$ cat src/rtl/mvm_ctrl.sv
// Sequencer for the serial matrix-vector multiply: loads A and X, sweeps the
// MAC over all products, writes row sums to Y, then streams Y back out.
module mvm_ctrl #(
  parameter int MAT_SCALE = 3,
  parameter int A_AW = ($clog2(MAT_SCALE*MAT_SCALE) > 1) ? $clog2(MAT_SCALE*MAT_SCALE) : 1,
  parameter int X_AW = ($clog2(MAT_SCALE) > 1) ? $clog2(MAT_SCALE) : 1
) (
  input  logic            clk,
  input  logic            reset,
  input  logic            start,
  output logic            busy,
  output logic [A_AW-1:0] a_addr,
  output logic            a_wr_en,
  output logic [X_AW-1:0] x_addr,
  output logic            x_wr_en,
  output logic            mac_en,
  output logic            mac_clr,
  output logic [X_AW-1:0] y_wr_addr,
  output logic            y_wr_en,
  output logic [X_AW-1:0] y_rd_addr,
  output logic            done,
  output logic            out_valid
);

  // state   | meaning
  // IDLE    | waiting for start
  // LOAD_A  | streaming M*M matrix words into A
  // LOAD_X  | streaming M vector words into X
  // COMPUTE | issuing one product per cycle
  // FLUSH   | draining MAC and Y-write pipeline stages
  // DONE    | one-cycle done pulse, Y read of row 0 launched
  // OUT     | one result per cycle on data_out
  localparam logic [2:0] IDLE    = 3'd0;
  localparam logic [2:0] LOAD_A  = 3'd1;
  localparam logic [2:0] LOAD_X  = 3'd2;
  localparam logic [2:0] COMPUTE = 3'd3;
  localparam logic [2:0] FLUSH   = 3'd4;
  localparam logic [2:0] DONE    = 3'd5;
  localparam logic [2:0] OUT     = 3'd6;

  localparam logic [A_AW-1:0] A_LAST     = A_AW'(MAT_SCALE*MAT_SCALE - 1);
  localparam logic [A_AW-1:0] M_LAST     = A_AW'(MAT_SCALE - 1);
  localparam logic [A_AW-1:0] FLUSH_LAST = A_AW'(1);
  localparam logic [X_AW-1:0] X_LAST     = X_AW'(MAT_SCALE - 1);

  logic [2:0]      state_q, state_d;
  logic [A_AW-1:0] cnt_q, cnt_d;
  logic [X_AW-1:0] col_q, col_d;
  logic [X_AW-1:0] row_q, row_d;
  logic            p1_en_q, p1_en_d;
  logic            p1_clr_q, p1_clr_d;
  logic            p1_last_q, p1_last_d;
  logic [X_AW-1:0] p1_row_q, p1_row_d;
  logic            y_en_q, y_en_d;
  logic [X_AW-1:0] y_row_q, y_row_d;
  logic            issue;

  always_comb begin
    state_d = state_q;
    cnt_d   = cnt_q;
    col_d   = col_q;
    row_d   = row_q;
    case (state_q)
      IDLE: begin
        if (start) begin
          state_d = LOAD_A;
          cnt_d   = '0;
        end
      end
      LOAD_A: begin
        if (cnt_q == A_LAST) begin
          state_d = LOAD_X;
          cnt_d   = '0;
        end else begin
          cnt_d = cnt_q + 1'b1;
        end
      end
      LOAD_X: begin
        if (cnt_q == M_LAST) begin
          state_d = COMPUTE;
          cnt_d   = '0;
          col_d   = '0;
          row_d   = '0;
        end else begin
          cnt_d = cnt_q + 1'b1;
        end
      end
      COMPUTE: begin
        if (cnt_q == A_LAST) begin
          state_d = FLUSH;
          cnt_d   = '0;
          col_d   = '0;
          row_d   = '0;
        end else begin
          cnt_d = cnt_q + 1'b1;
          // column index wraps per row; row index saturates at M-1
          if (col_q == X_LAST) begin
            col_d = '0;
            row_d = (row_q == X_LAST) ? row_q : row_q + 1'b1;
          end else begin
            col_d = col_q + 1'b1;
          end
        end
      end
      FLUSH: begin
        if (cnt_q == FLUSH_LAST) begin
          state_d = DONE;
          cnt_d   = '0;
        end else begin
          cnt_d = cnt_q + 1'b1;
        end
      end
      DONE: begin
        state_d = OUT;
        cnt_d   = '0;
      end
      OUT: begin
        if (cnt_q == M_LAST) begin
          state_d = IDLE;
          cnt_d   = '0;
        end else begin
          cnt_d = cnt_q + 1'b1;
        end
      end
      default: begin
        state_d = IDLE;
        cnt_d   = '0;
        col_d   = '0;
        row_d   = '0;
      end
    endcase
  end

  // Issue -> MAC (+1) -> Y write (+2); stages run free so rows overlap.
  always_comb begin
    issue     = (state_q == COMPUTE);
    p1_en_d   = issue;
    p1_clr_d  = issue && (col_q == '0);
    p1_last_d = issue && (col_q == X_LAST);
    p1_row_d  = issue ? row_q : '0;
    y_en_d    = p1_en_q && p1_last_q;
    y_row_d   = (p1_en_q && p1_last_q) ? p1_row_q : '0;
  end

  always_ff @(posedge clk or posedge reset) begin
    if (reset) begin
      state_q   <= IDLE;
      cnt_q     <= '0;
      col_q     <= '0;
      row_q     <= '0;
      p1_en_q   <= 1'b0;
      p1_clr_q  <= 1'b0;
      p1_last_q <= 1'b0;
      p1_row_q  <= '0;
      y_en_q    <= 1'b0;
      y_row_q   <= '0;
    end else begin
      state_q   <= state_d;
      cnt_q     <= cnt_d;
      col_q     <= col_d;
      row_q     <= row_d;
      p1_en_q   <= p1_en_d;
      p1_clr_q  <= p1_clr_d;
      p1_last_q <= p1_last_d;
      p1_row_q  <= p1_row_d;
      y_en_q    <= y_en_d;
      y_row_q   <= y_row_d;
    end
  end

  always_comb begin
    busy      = (state_q != IDLE);
    a_wr_en   = (state_q == LOAD_A);
    a_addr    = (state_q == LOAD_A || state_q == COMPUTE) ? cnt_q : '0;
    x_wr_en   = (state_q == LOAD_X);
    x_addr    = (state_q == LOAD_X)  ? cnt_q[X_AW-1:0] :
                (state_q == COMPUTE) ? col_q : '0;
    mac_en    = p1_en_q;
    mac_clr   = p1_clr_q;
    y_wr_en   = y_en_q;
    y_wr_addr = y_row_q;
    done      = (state_q == DONE);
    out_valid = (state_q == OUT);
    // read address runs one ahead of the output because Y reads are registered
    if (state_q == OUT)
      y_rd_addr = (cnt_q == M_LAST) ? X_LAST : cnt_q[X_AW-1:0] + X_AW'(1);
    else
      y_rd_addr = '0;
  end

endmodule
$ cat config.mk
export PLATFORM = sky130hd
export DESIGN_NAME = mvm_ctrl
export DESIGN_NICKNAME = d
export VERILOG_FILES = /design/src/rtl/mvm_ctrl.sv
export SDC_FILE = /design/constraint.sdc
export NUM_CORES = 1
export LEC_CHECK = 0
export BUFFER_PORTS_ARGS = -buffer_cell sky130_fd_sc_hd__buf_2
export CAP_MARGIN = 20
export CORE_MARGIN = 2
export CORE_UTILIZATION = 48
export CTS_CLUSTER_SIZE = 12
export DETAILED_ROUTE_END_ITERATION = 6
export GPL_TIMING_DRIVEN = 0
export PLACE_DENSITY = 0.74
export SYNTH_ARGS = -nofsm -noshare
export SYNTH_HDL_FRONTEND = slang
export SYNTH_SLANG_ARGS = --single-unit
$ cat constraint.sdc
create_clock -name clk -period 1.4 [get_ports clk]
set_input_delay 0.14 -clock clk [delete_from_list [all_inputs] [get_ports clk]]
set_output_delay 0.14 -clock clk [all_outputs]
set_load 0.01 [all_outputs]
-- Word-level counts from Yosys, hierarchy flattened
Index checks and enable logic that the tools add are counted.
- logic and storage cells: 74
- output and inout bits: 18
- flip-flop bits (word level): 19
- reduce and logical (&&, ||, !) cells: 13
- bitwise operators: 1
- multiplexer cells: 27
- eq/ne operators: 19
- add/subtract/negate cells: 4
- operator list (cell ; count):
    $mux W2 ; 12
    $pmux W3 S7 ; 1
    $mux W4 ; 5
    $mux W3 ; 6
    $pmux W4 S4 ; 1
    $pmux W2 S3 ; 2
    $eq A3 B3 Y1 const B ; 3
    $ne A2 B1 Y1 const B ; 4
    $add A2 B1 Y2 const B ; 3
    $eq A3 B2 Y1 const B ; 2
    $reduce_and A6 Y1 ; 1
    $reduce_or A5 Y1 ; 1
    $add A4 B1 Y4 const B ; 1
    $eq A2 B2 Y1 const B ; 2
    $eq A4 B1 Y1 const B ; 1
    $eq A4 B2 Y1 const B ; 1
    $eq A4 B4 Y1 const B ; 1
    $ne A2 B2 Y1 const B ; 2
    $reduce_and A4 Y1 ; 1
    $reduce_or A2 Y1 ; 2
    $eq A3 B1 Y1 const B ; 1
    $logic_and A1 B1 Y1 ; 3
    $logic_not A3 Y1 ; 1
    $ne A3 B1 Y1 const B ; 1
    6 further kinds ; 6

-- Depth between registers and ports, before layout
- depth after elaboration: 5
- gate-level depth with buffers: 6
- depth with buffers taken out: 6

-- Least setup slack after synthesis
No wires, ideal clock.
- kind: register -> register
- start: reg cnt_q[0]
- end: reg cnt_q[1]
- clock period less this slack: 1523 ps
- arrival time: 1397 ps
- required time: 1274 ps
- buffers on the path: 0
- stages on the path, launching flop included: 7
- slack: -123 ps
- library setup time: 126 ps
- cells stage by stage: dfrtp_1 > inv_1 > ha_1 > mux2i_1 > o221a_2 > o21a_1 > a221o_1
- word-level cells in the longest chain between the ends: 3
- ends and longest elaborated chain (item ; RTL line ; text):
    start: declaration ; 47 ; logic [A_AW-1:0] cnt_q, cnt_d;
    start signal: assignment ; 159 ; cnt_q <= cnt_d;
    $add A4 B1 Y4, or another cell as far along ; n/a ;
    $mux W4, on equally long branches ; n/a ;
    $pmux W4 S4 (*) ; 63 ; case (state_q)
Every way passes the cells marked *; elsewhere a longest branch is shown, timed or not.
A chain may end at the register's enable or synchronous reset.

-- Worst setup path after layout
- start: reg cnt_q[0]
- end: out y_rd_addr[1]
- word-level cells in the longest chain between the ends: 3
- ends and longest elaborated chain (item ; RTL line ; text):
    $add A2 B1 Y2 / $eq A4 B2 Y1 (equally long branches) ; 186 ; y_rd_addr = (cnt_q == M_LAST) ? X_LAST : cnt_q[X_AW-1:0] + X_AW'(1);
    $mux W2 (*) ; 186 ;
    $mux W2 (*) ; 185 ; if (state_q == OUT)
    end: declaration ; 20 ; output logic [X_AW-1:0] y_rd_addr,
Marks and branches as above.

==> results.md <==
- Initial core utilization: 0.521
- WHS Path Cells: 4
- Pleak: 0.812 nW
- H-tree Lvls: 1
- Wire length of the first global-routing pass: 4490 um
- CTS Root Cell: clkbuf_4
- Clock sink count: 19
- Routed vias/inst: 5.66
- CP max stage delay: 0.46 ns
- Clock share of power: 0.077
- Cell area after synthesis: 1050 um^2
- TritonCTS clock tree: yes
- Routed WL per cell: 18.3 um
- Post-synth ARST share: 1.00
- Worst Hold Class: in2reg
- CP Class: reg2out
- FMAX: 572 MHz
- Crit path cell chain: inv_4 > ha_4 > nor3b_4 > nor2_1 > nor2_1 > buf_2
- Critical Path RT: 1.26 ns
- Total CTS buffers: 3
- Commonest non-fill, non-tap cells in the layout: buf_2 (20), buf_4 (16), dfrtp_1 (14), buf_6 (11), nor2_1 (10)
- Setup ws final: -0.350 ns
- Layout cells sized above 1: 0.538
- Max cap viols: 0
- Switching pwr: 1.68 mW
- Arrival time at the worst endpoint: 1.61 ns
- Yosys warns: 0
- Inst Count DP: 155
- Number of global-route vias before repair: 988
- Worst Tran Pin Value: 0.724 ns
- Antenna Cells: 0
- Top FF cell, synth: dfrtp_1
- First DRT Iteration DRCs: 53
- Core ar.: 2020 um^2
- Clk_lat worst skew: 0.31 ns
- Fin crit share: 1.25
- Final Instance Count excl. Fillers: 183
- FF+latch count, synth: 19
- Most common cell after layout, fill and taps aside: buf_2
- # rows: 16
- Initial antenna violation count: 0
- Fin. Hold Viols: 0
- Design Power: 3.80 mW
- RR Startpoint: cnt_q[0]
- Seq pwr share: 0.235
- Pwr per Cell Area: 2380 nW/um^2
- Min Tclk post-route: 1.75 ns
- Layout Skew: 0.0120 ns
- Final nets: 165
- P_int: 2.12 mW
- Routed WL: 3360 um
- Hold_sp: start
- Setup violators final: 23
- GPL Wtd Cong: 0.829
- DR DRC count: 0
- Clock Path Buffers: 2
- Syn nets: 116
- CP Capture Type: output pin
- Pre-antenna DRT Iters: 4
- Routed Antenna Nets: 0
- Via count: 1035
- Run status: finished, violations left
- Remaining Overflow, GRT: 0
- Max-slew violation count: 0
- Synth unique cells: 33
- Crit path max fanout: 4
- Gate power share: 0.688
- Total track usage: 0.228
- I/O pins: 21
- RSZ-0062 raised after global routing: true
- Reg clk slew, reported paths: 0.12 ns
- Synthesized area per cell: 9.75 um^2
- Die width: 50.9 um
- Post-DP HPWL: 1570 um
- Reg2reg path depth: 8
- P&R area growth vs syn: 51.4%
- Sw frac: 0.443
- Largest net degree at the start of global routing: 20
- Fillers: 129
- Seq/Total Area, Yosys: 0.451
- Failing checks: negative setup slack
- Most numerous cell on the critical path: nor2_1
- Die area: 2590 um^2
- Quantity of I/O buffers inserted on ports: 20
- Gate Count Post-Synth: 108
- Critical Path Source Type: flop
- Worst rel slew slack: 0.517
- Placement Setup Slack: -0.206 ns
- Worst IR drop on VDD: 1.48 mV
- Critical path origin: cnt_q[0]
- CP max stage cell: dfrtp_2
- EDFF count, synth: 0
- Die height: 50.9 um
[power groups by stage]
stage	clock network, mW	registers (mW)	logic, mW
finish	0.292	0.893	2.62
global route	0.319	0.903	2.75
CTS	0.292	0.866	1.95
detailed placement	0	0.920	1.38
global placement	0	0.907	1.34
floorplan	0	0.880	1.05
[kinds of logic (layout without fill, tap and decap cells)]
kind of cell,after synthesis,in the layout,synth area share
simple gates,51,51,0.281
flops,19,19,0.451
compound gates,17,17,0.113
buf+inv,12,60,0.0582
fa+ha+maj,5,5,0.0594
mux,3,3,0.0285
xor+xnor,1,1,0.00832
[synth_stat cells (all sizes together) (3+ instances only)]
cell   count  area, um^2
inv        8        30.0
a22o       3        26.3
nand2      8        30.0
nor3       5        25.0
nor2      17        68.8
a21oi      3        15.0
ha         5        62.6
and2       3        18.8
mux2i      3        30.0
buf        4        31.3
o21ai      5        25.0
nor3b      3        22.5
dfrtp     19         475
[stage by stage]
| stage | area [um^2] | hold slack, ns | utilization | TNS (ns) |
|---|---|---|---|---|
| finish | 1600 | 0.264 | 0.789 | -3.55 |
| global route | 1600 | 0.290 | 0.789 | -4.51 |
| CTS | 1430 | 0.237 | 0.708 | -1.95 |
| detailed placement | 1200 | 0.294 | 0.595 | -1.86 |
| global placement | 1200 | 0.274 | 0.595 | -1.57 |
| floorplan | 1070 | 0.0911 | - | -0.0565 |
[flip-flops by register name (all words and copies together), names as in the netlist]
| name | cells |
|---|---|
| y_wr_addr | 2 |
| mac_en | 1 |
| mac_clr | 1 |
| p1_last_q | 1 |
| col_q | 2 |
| row_q | 2 |
| state_q | 3 |
| cnt_q | 4 |
| y_wr_en | 1 |
| p1_row_q | 2 |
[cell type report]
cell class / count / area (um^2) / share of cell area
flip-flops and latches: 19 / 482 / 0.302
well taps: 27 / 33.8 / 0.0212
clock buffers: 3 / 22.5 / 0.0141
clock inverters: 1 / 5.00 / 0.00314
repair buffers: 44 / 309 / 0.194
plain buffers: 4 / 45.0 / 0.0282
multi-input cells: 77 / 663 / 0.416
inverters: 8 / 35.0 / 0.0220
[routing by layer]
layer  GRT usage  vias up  wire length [um]
li1            -      468                 -
met1       0.289      517              1330
met2       0.412       41              1790
met3      0.0263        9               155
met4      0.0586        0                80
met5           0        -                 0
[repair_timing]
action	in CTS	in global routing
hold buffers	1	0
cloned	0	1
setup endpoints to repair	24	24
setup buffers	12	11
pin swaps	8	11
endpoints found under the hold margin	19	0
gates resized for setup	29	24
[final timing paths]
path | endpoint | slack [ns]
min | cnt_q[2] | 0.26
min in group asynchronous | y_wr_en | 0.47
min reg2reg | row_q[0] | 0.50
max reg2reg | cnt_q[1] | -0.29
max | y_rd_addr[1] | -0.35
max in group asynchronous | state_q[1] | 0.43
[worst max-delay path, delay by kind of cell (launching register included)]
kind                     cells  cell delay, ns
flip-flops                   1            0.46
AND/OR/NAND/NOR              3            0.46
buffers and inverters        2            0.22
adder cells (fa/ha/maj)      1            0.16
Power figures use the tool's default switching activity.
